`config.mk`:
```
export PLATFORM = sky130hd
export DESIGN_NAME = cmp_result_tally
export DESIGN_NICKNAME = d
export VERILOG_FILES = /design/src/rtl/cmp_result_tally.sv
export SDC_FILE = /design/constraint.sdc
export NUM_CORES = 1
export LEC_CHECK = 0
export CORE_ASPECT_RATIO = 0.75
export CORE_MARGIN = 2
export CORE_UTILIZATION = 35
export DETAILED_ROUTE_END_ITERATION = 7
export DONT_BUFFER_PORTS = 1
export GPL_ROUTABILITY_DRIVEN = 0
export HOLD_SLACK_MARGIN = 0.1
export PLACE_DENSITY = 0.58
export SLEW_MARGIN = 5
export SYNTH_ARGS = -nofsm -noshare
export SYNTH_HDL_FRONTEND = slang
export SYNTH_SLANG_ARGS = --single-unit
export TNS_END_PERCENT = 20
```
`constraint.sdc`:
```
create_clock -name clk -period 9.1 [get_ports clk]
set_input_delay 1.82 -clock clk [delete_from_list [all_inputs] [get_ports clk]]
set_output_delay 1.82 -clock clk [all_outputs]
set_load 0.05 [all_outputs]
```
`src/rtl/cmp_result_tally.sv`:
```
// Tallies comparator results (lt/gt/eq, running max of a/b) over WINDOW samples; CMP_ONEHOT_CHECK_EN adds one-hot flag checking.
// Latency: summary valid one cycle after the WINDOW-th accepted sample.
// Backpressure: in_ready drops while a summary is held; it returns the cycle after out_ready is seen.
module cmp_result_tally #(
  parameter int N      = 8,
  parameter int WINDOW = 10,
  parameter int CW     = 8
) (
  input  logic          clk,
  input  logic          rst,
  input  logic          in_valid,
  output logic          in_ready,
  input  logic [N-1:0]  a,
  input  logic [N-1:0]  b,
  input  logic          lesser,
  input  logic          greater,
  input  logic          equal,
  output logic          out_valid,
  input  logic          out_ready,
  output logic [CW-1:0] lt_count,
  output logic [CW-1:0] gt_count,
  output logic [CW-1:0] eq_count,
  output logic [N-1:0]  win_max,
  output logic          flag_err
);

  typedef enum logic {ACCUM = 1'b0, HOLD = 1'b1} state_t;

  typedef struct packed {
    logic [CW-1:0] lt;
    logic [CW-1:0] gt;
    logic [CW-1:0] eq;
    logic [N-1:0]  mx;
    logic          err;
  } tally_t;

  state_t     state_q, state_d;
  logic [7:0] idx_q, idx_d;
  tally_t     tally_q, tally_d;

  logic       inc_lt, inc_gt, inc_eq, bad_flags;
  logic [N-1:0] ab_max;

  function automatic logic [CW-1:0] sat_inc(input logic [CW-1:0] c);
    return (&c) ? c : c + 1'b1;
  endfunction

`ifdef CMP_ONEHOT_CHECK_EN
  always_comb begin
    inc_lt    = ({lesser, greater, equal} == 3'b100);
    inc_gt    = ({lesser, greater, equal} == 3'b010);
    inc_eq    = ({lesser, greater, equal} == 3'b001);
    bad_flags = !(inc_lt || inc_gt || inc_eq);
  end
`else
  // Without checking, flags are resolved by priority equal > lesser > greater.
  always_comb begin
    inc_eq    = equal;
    inc_lt    = lesser && !equal;
    inc_gt    = greater && !equal && !lesser;
    bad_flags = 1'b0;
  end
`endif

  assign ab_max = (a > b) ? a : b;

  always_comb begin
    state_d = state_q;
    idx_d   = idx_q;
    tally_d = tally_q;
    case (state_q)
      ACCUM: begin
        if (in_valid) begin
          if (inc_lt) tally_d.lt = sat_inc(tally_q.lt);
          if (inc_gt) tally_d.gt = sat_inc(tally_q.gt);
          if (inc_eq) tally_d.eq = sat_inc(tally_q.eq);
          tally_d.err = tally_q.err || bad_flags;
          if (ab_max > tally_q.mx) tally_d.mx = ab_max;
          if (idx_q == 8'(WINDOW - 1)) begin
            state_d = HOLD;
            idx_d   = '0;
          end else begin
            idx_d = idx_q + 8'd1;
          end
        end
      end
      HOLD: begin
        if (out_ready) begin
          state_d = ACCUM;
          idx_d   = '0;
          tally_d = '0;
        end
      end
      default: begin
        state_d = ACCUM;
        idx_d   = '0;
        tally_d = '0;
      end
    endcase
  end

  always_ff @(posedge clk) begin
    if (rst) begin
      state_q <= ACCUM;
      idx_q   <= '0;
      tally_q <= '0;
    end else begin
      state_q <= state_d;
      idx_q   <= idx_d;
      tally_q <= tally_d;
    end
  end

  assign in_ready  = (state_q == ACCUM);
  assign out_valid = (state_q == HOLD);
  assign lt_count  = tally_q.lt;
  assign gt_count  = tally_q.gt;
  assign eq_count  = tally_q.eq;
  assign win_max   = tally_q.mx;
  assign flag_err  = tally_q.err;

endmodule
```
==> flow_summary.yaml, run 1 <==
floorplan:
  rows: 25
  dieWidth_um: 98.64
  start_util: 0.3666
  die_area_um2: 7396
  die_y_um: 74.98
  core_area_um2: 6412
  num_io_pins: 58
synthesis:
  yosys-top-cells-count: "nor2_1 (44), dfxtp_1 (41), ha_1 (21)"
  yosysTopAreaCellShare: 0.3491
  syn_inst: 270
  yosysTopAreaCell: "dfxtp_1"
  ys_ff_latch: 41
  avgSynthCellArea_um2: 8.707
  synth_warnings: 0
  async_flop_share: 0
  synth_fp_nets: 314
  synth-seq-area-share: 0.3491
  synthDistinctLibCells: 45
  ys_top_cells_by_area: "dfxtp_1 (35%), ha_1 (11%), nor2_1 (7.0%)"
  synth_top_flop_cell: "dfxtp_1"
  synth_edf_count: 0
  syn_area_um2: 2351
  synth_most_common_cell: "nor2_1"
sta:
  timing.setup.tns_ns: 0
  tightest_slew_ns: 0.7028
  slew_headroom: 0.5308
  hold_viol: 0
  fin_skew_ns: 0.008116
  final-max-slew-violation-count: 0
  fin_crit_sh: 0.5357
  rsz0062_at_grt: "no"
  finalCriticalPeriod_ns: 4.874
  max_freq_mhz: 205.2
  finalSetupViolCount: 0
detailed_routing:
  viasPerCell: 5.222
  vias: 1838
  drc: 0
  drtAntennaViolNets: 0
  initialDrtViolationCount: 74
  drtPass1Iterations: 4
  wl_per_cell_um: 14.48
  wl_um: 5097
placed_design:
  port_buffers: 0
  dp_hpwl_um: 3941
cts:
  clk_path_buf_depth: 2
  cts_tree: "yes"
  post_cts_resized: 0
  cts_root_buf: "clkbuf_8"
  clock-sinks: 41
  clk_pin_slew_ns: 0.08
  ctsHtreeMaxLevel: 2
  cts_setup_buffers: 0
  clk_latency_ns: 0.29
  holdBufCountCts: 0
  cts_buffers: 5
power:
  p_int_uw: 268.7
  power.net_switching_uw: 129.3
  p_comb_frac: 0.155
  swShare: 0.3249
  power_per_cell_area_nw_per_um2: 158.7
  finalPower_uw: 397.9
  ir_drop_mv: 0.04967
  pwr-share-seq: 0.542
  p_clk_frac: 0.302
  total_leakage_power_uw: 0.0009374
grt:
  gr-usage-met1: 0.1964
  use_met3: 0.05014
  overflow: 0
  grt_pass1_vias: 1760
  grt_max_degree: 21
  grtUsageTotal: 0.1431
  busiest_layer: "met2"
  antenna_found_initial: 0
  gr-usage-met2: 0.2154
  grt_pass1_wl_um: 8528
status:
  outcome: "completed"
critical_path:
  r2r_start: "win_max[7]"
  cp_max_fo: 9
  rr_worst_depth: 8
  start_kind: "primary input"
  path_class: "in2reg"
  r2r_slack_ns: 6.47
  cp.required_ns: 9.34
  timing.rr.end: "win_max[7]"
  end_kind: "flop"
  arrival_ns: 5.12
finish:
  drive_above_1_share: 0.1033
  nets: 314
  num_antenna_cells: 0
  syn_to_final_growth_pct: 6.652
min_path:
  hp-class: "reg2reg"
  whs_path_depth: 1
  min_to: "idx_q[7]"
  min_from: "idx_q[7]"
flow_run:
  drv_cap: 0
## flip-flops by register name (all words and copies together) (netlist names)
name and cells:
out_valid 1, eq_count 8, idx_q 8, gt_count 8, win_max 8, lt_count 8
## layer usage
layer	routed length (µm)	share of wire	vias up
met3	283	0.056	4
met1	2456	0.48	849
li1	-	-	960
met2	2310	0.45	25
met5	0	0	-
met4	46	0.0090	0
## area by class of cell
| cell class | instances | area [µm²] |
|---|---|---|
| fill | 676 | 3905 |
| multi-input combinational | 202 | 1419 |
| sequential | 41 | 820.8 |
| tap | 81 | 101.3 |
| inverter | 20 | 76.32 |
| clock buffer | 5 | 68.82 |
| clock inverter | 3 | 21.27 |
## power by group through the flow
stage                     clock network, µW  logic [µW]  registers (µW)
after global routing                    132        71.5             217
after global placement                    0        60.6             221
after CTS                               125        62.6             216
after detailed placement                  0        62.1             221
final                                   120        61.9             216
after floorplan                           0        52.6             218
## cells in the final DEF (no fill, tap or decap), drive strengths merged, types with 2 or more instances in the layout
cell,instances
and3,6
mux2i,4
nand4,11
inv,20
o21ai,11
a32oi,2
nor2b,3
or2,3
nand3,6
nor3b,5
mux2,8
dfxtp,41
a32o,7
clkinv,2
nor2,44
nor4b,3
nand2,14
or3,3
clkbuf,5
a21oi,17
o211ai,2
xnor2,6
ha,21
nor3,3
a311oi,2
xor2,9
## kinds of logic (layout without fill, tap and decap cells)
logic type                 Yosys count  in the layout  share of synthesized area
adders and majority gates           21             21                     0.1118
AOI/OAI and AO/OA                   48             48                     0.1464
xor gates and xnor gates            15             15                    0.05588
other                                1              1                   0.001595
and+or+nand+nor                    105            105                     0.2326
muxes                               12             12                    0.05535
buffers and inverters               27             28                    0.04737
DFF                                 41             41                     0.3491
## worst max-delay path, stage by stage
cell,delay [ns]
inv_1,0.02
ha_1,0.27
nor2b_1,0.14
o211ai_1,0.15
a21oi_1,0.12
o31ai_4,0.41
mux2_2,0.42
ha_1,0.31
a21oi_1,0.15
o21ai_0,0.12
mux2_2,0.28
o211a_1,0.23
nor2_1,0.48
a32o_1,0.19
## per-stage QoR
stage	std cells	worst slack, ns	area (µm²)	utilization	hold WS [ns]
floorplan	270	4.288	2351	-	0.4436
global placement	344	4.074	2417	0.3770	0.4927
detailed placement	344	3.906	2417	0.3770	0.4901
CTS	352	4.210	2507	0.3910	0.5029
global route	352	3.913	2507	0.3910	0.5515
finish	352	4.226	2507	0.3910	0.5066
## worst max-delay path by stage
stage | slack (ns) | depth (start not counted) | start | endpoint
after CTS | 4.21 | 14 | b[1] | win_max[7]
after global placement | 4.07 | 14 | b[1] | win_max[7]
after global routing | 3.91 | 14 | b[1] | win_max[1]
final | 4.23 | 14 | b[1] | win_max[7]
after detailed placement | 3.91 | 14 | b[1] | win_max[7]
after floorplan | 4.29 | 15 | b[1] | win_max[1]
Power figures use the tool's default switching activity.
==> run 2, diff against run 1 <==
--- a/config.mk
+++ b/config.mk
@@ -12,7 +12,7 @@
 export DONT_BUFFER_PORTS = 1
 export GPL_ROUTABILITY_DRIVEN = 0
 export HOLD_SLACK_MARGIN = 0.1
-export PLACE_DENSITY = 0.58
+export PLACE_DENSITY = 0.6
 export SLEW_MARGIN = 5
 export SYNTH_ARGS = -nofsm -noshare
 export SYNTH_HDL_FRONTEND = slang
==> constraint.sdc (replaced) <==
create_clock -name clk -period 4.3 [get_ports clk]
set_input_delay 0.86 -clock clk [delete_from_list [all_inputs] [get_ports clk]]
set_output_delay 0.86 -clock clk [all_outputs]
set_load 0.05 [all_outputs]
==> run 2 against run 1 <==
Effect of this change:
- total power up 140%
- first-iteration DRC count up 14%
- cell count up 0.28%
- routed wire length up 0.77%
- die area unchanged
- highest routed layer unchanged
==> flow_summary.yaml, run 2 (same netlist as run 1, synthesis figures left out) <==
critical_path:
  arrival_ns: 4.00
  start_kind: "primary input"
  timing.rr.end: "win_max[3]"
  crit_slowest_cell: "nor2_1"
  r2r_slack_ns: 1.69
  slowest_delay_ns: 0.44
  cp.buffers_inverters: 1
  worstPathCellList: "inv_1 > ha_1 > nor2b_1 > o211ai_1 > a21oi_1 > o31ai_4 > mux2_2 > ha_1 > a21oi_1 > o21ai_0 > mux2_2 > o211a_1 > nor2_1 > a32o_1"
  rr_worst_depth: 8
  end_kind: "flop"
  crit_family: "compound AO/OA/AOI/OAI gates"
  path_class: "in2reg"
  cp_max_fo: 9
  r2r_start: "win_max[7]"
  cp.required_ns: 4.55
finish:
  num_antenna_cells: 0
  final_common_cell: "nor2_1"
  syn_to_final_growth_pct: 8.994
  drive_above_1_share: 0.1066
  layout_common_cells: "nor2_1 (44), dfxtp_1 (41), ha_1 (21), inv_1 (19), a21oi_1 (16)"
  nets: 315
  finish.utilization: 0.3996
floorplan:
  die_y_um: 74.98
  num_io_pins: 58
  die_area_um2: 7396
  dieWidth_um: 98.64
  rows: 25
  core_area_um2: 6412
  start_util: 0.3666
cts:
  cts_buffers: 5
  cts_tree: "yes"
  clk_pin_slew_ns: 0.09
  clk_path_buf_depth: 2
  cts_root_buf: "clkbuf_8"
  holdBufCountCts: 0
  post_cts_resized: 0
  cts_setup_buffers: 0
  clk_latency_ns: 0.30
  ctsHtreeMaxLevel: 2
  clock-sinks: 41
grt:
  grt_max_degree: 21
  grt_pass1_wl_um: 8369
  grtUsageTotal: 0.1405
  antenna_found_initial: 0
  grt_pass1_vias: 1726
  overflow: 0
sta:
  final-max-slew-violation-count: 0
  finalSetupViolCount: 0
  slew_headroom: 0.5432
  finalCriticalPeriod_ns: 3.753
  fin_ws_ns: 0.5468
  fin_skew_ns: 0.007538
  hold_viol: 0
  max_freq_mhz: 266.4
  hold_ws_ns: 0.4968
  timing.setup.tns_ns: 0
  tightest_slew_ns: 0.6842
  fin_crit_sh: 0.8728
  rsz0062_at_grt: "no"
detailed_routing:
  vias: 1860
  drtPass1Iterations: 4
  wl_um: 5136
  drc: 0
  wl_per_cell_um: 14.55
  initialDrtViolationCount: 84
  viasPerCell: 5.269
  drtAntennaViolNets: 0
flow_run:
  drv_cap: 0
min_path:
  min_to: "idx_q[7]"
  whs_path_depth: 1
  hp-class: "reg2reg"
  min_from: "idx_q[7]"
placed_design:
  post-place-ws_ns: 0.2641
  port_buffers: 0
  dp_hpwl_um: 3945
status:
  outcome: "completed"
power:
  total_leakage_power_uw: 0.0009662
  ir_drop_mv: 0.1359
  power_per_cell_area_nw_per_um2: 376.9
==> run 2: changes by cell type in the layout (fill, tap and decap cells not counted), sizes merged <==
cell,delta
clkinvlp,-1
clkinv,-1
bufinv,+2
buf,+1
==> run 2: power by group <==
part	leakage (µW)	switching (µW)	internal, µW	total, µW
combinational	0.000565	71.0	61.0	132
clock	0.0000687	143	234	377
sequential	0.000332	62.5	394	457
==> run 2: worst max-delay path by stage <==
stage	slack, ns	start	end	depth (start not counted)
after floorplan	0.45	b[1]	win_max[1]	15
after global placement	0.31	b[1]	win_max[5]	15
after detailed placement	0.26	b[1]	win_max[3]	15
after CTS	0.58	b[1]	win_max[3]	15
after global routing	0.34	b[1]	win_max[6]	15
final	0.55	b[1]	win_max[3]	14
==> run 2: worst reg2reg max path, cell delays in order, from the launching register on <==
cell and delay (ns):
dfxtp_1 0.69, inv_1 0.10, ha_1 0.35, a21oi_1 0.16, o21ai_0 0.14, mux2_2 0.29
o211a_1 0.22, nor2_1 0.44, a32o_1 0.19
==> run 2: area by class of cell <==
class	count	area (µm²)
inverters	20	76.32
clock buffers	5	68.82
fillers	671	3850
multi-input cells	202	1419
repair buffers	1	7.507
flip-flops and latches	41	820.8
clock inverters	3	68.82
well taps	81	101.3
==> run 2: stage by stage <==
| step | total power [µW] | instance area [µm²] | cells |
|---|---|---|---|
| floorplan | 572.1 | 2351 | 270 |
| CTS | 976.2 | 2562 | 353 |
| global route | 1014 | 2562 | 353 |
| detailed placement | 599.3 | 2425 | 345 |
| global placement | 596.4 | 2425 | 345 |
| finish | 965.9 | 2562 | 353 |
==> run 2: metal layers <==
metal	GRT usage	vias to the layer above	routed length, µm
met3	0.04735	5	258
met2	0.2200	26	2259
met5	0	-	0
li1	-	961	-
met1	0.1890	868	2580
met4	0.03653	0	38
==> run 3, diff against run 2 <==
--- a/config.mk
+++ b/config.mk
@@ -10,7 +10,6 @@
 export CORE_UTILIZATION = 35
 export DETAILED_ROUTE_END_ITERATION = 7
 export DONT_BUFFER_PORTS = 1
-export GPL_ROUTABILITY_DRIVEN = 0
 export HOLD_SLACK_MARGIN = 0.1
 export PLACE_DENSITY = 0.6
 export SLEW_MARGIN = 5
==> results of run 3 <==
The final DEF is identical to that of run 2; final timing and power are the same.
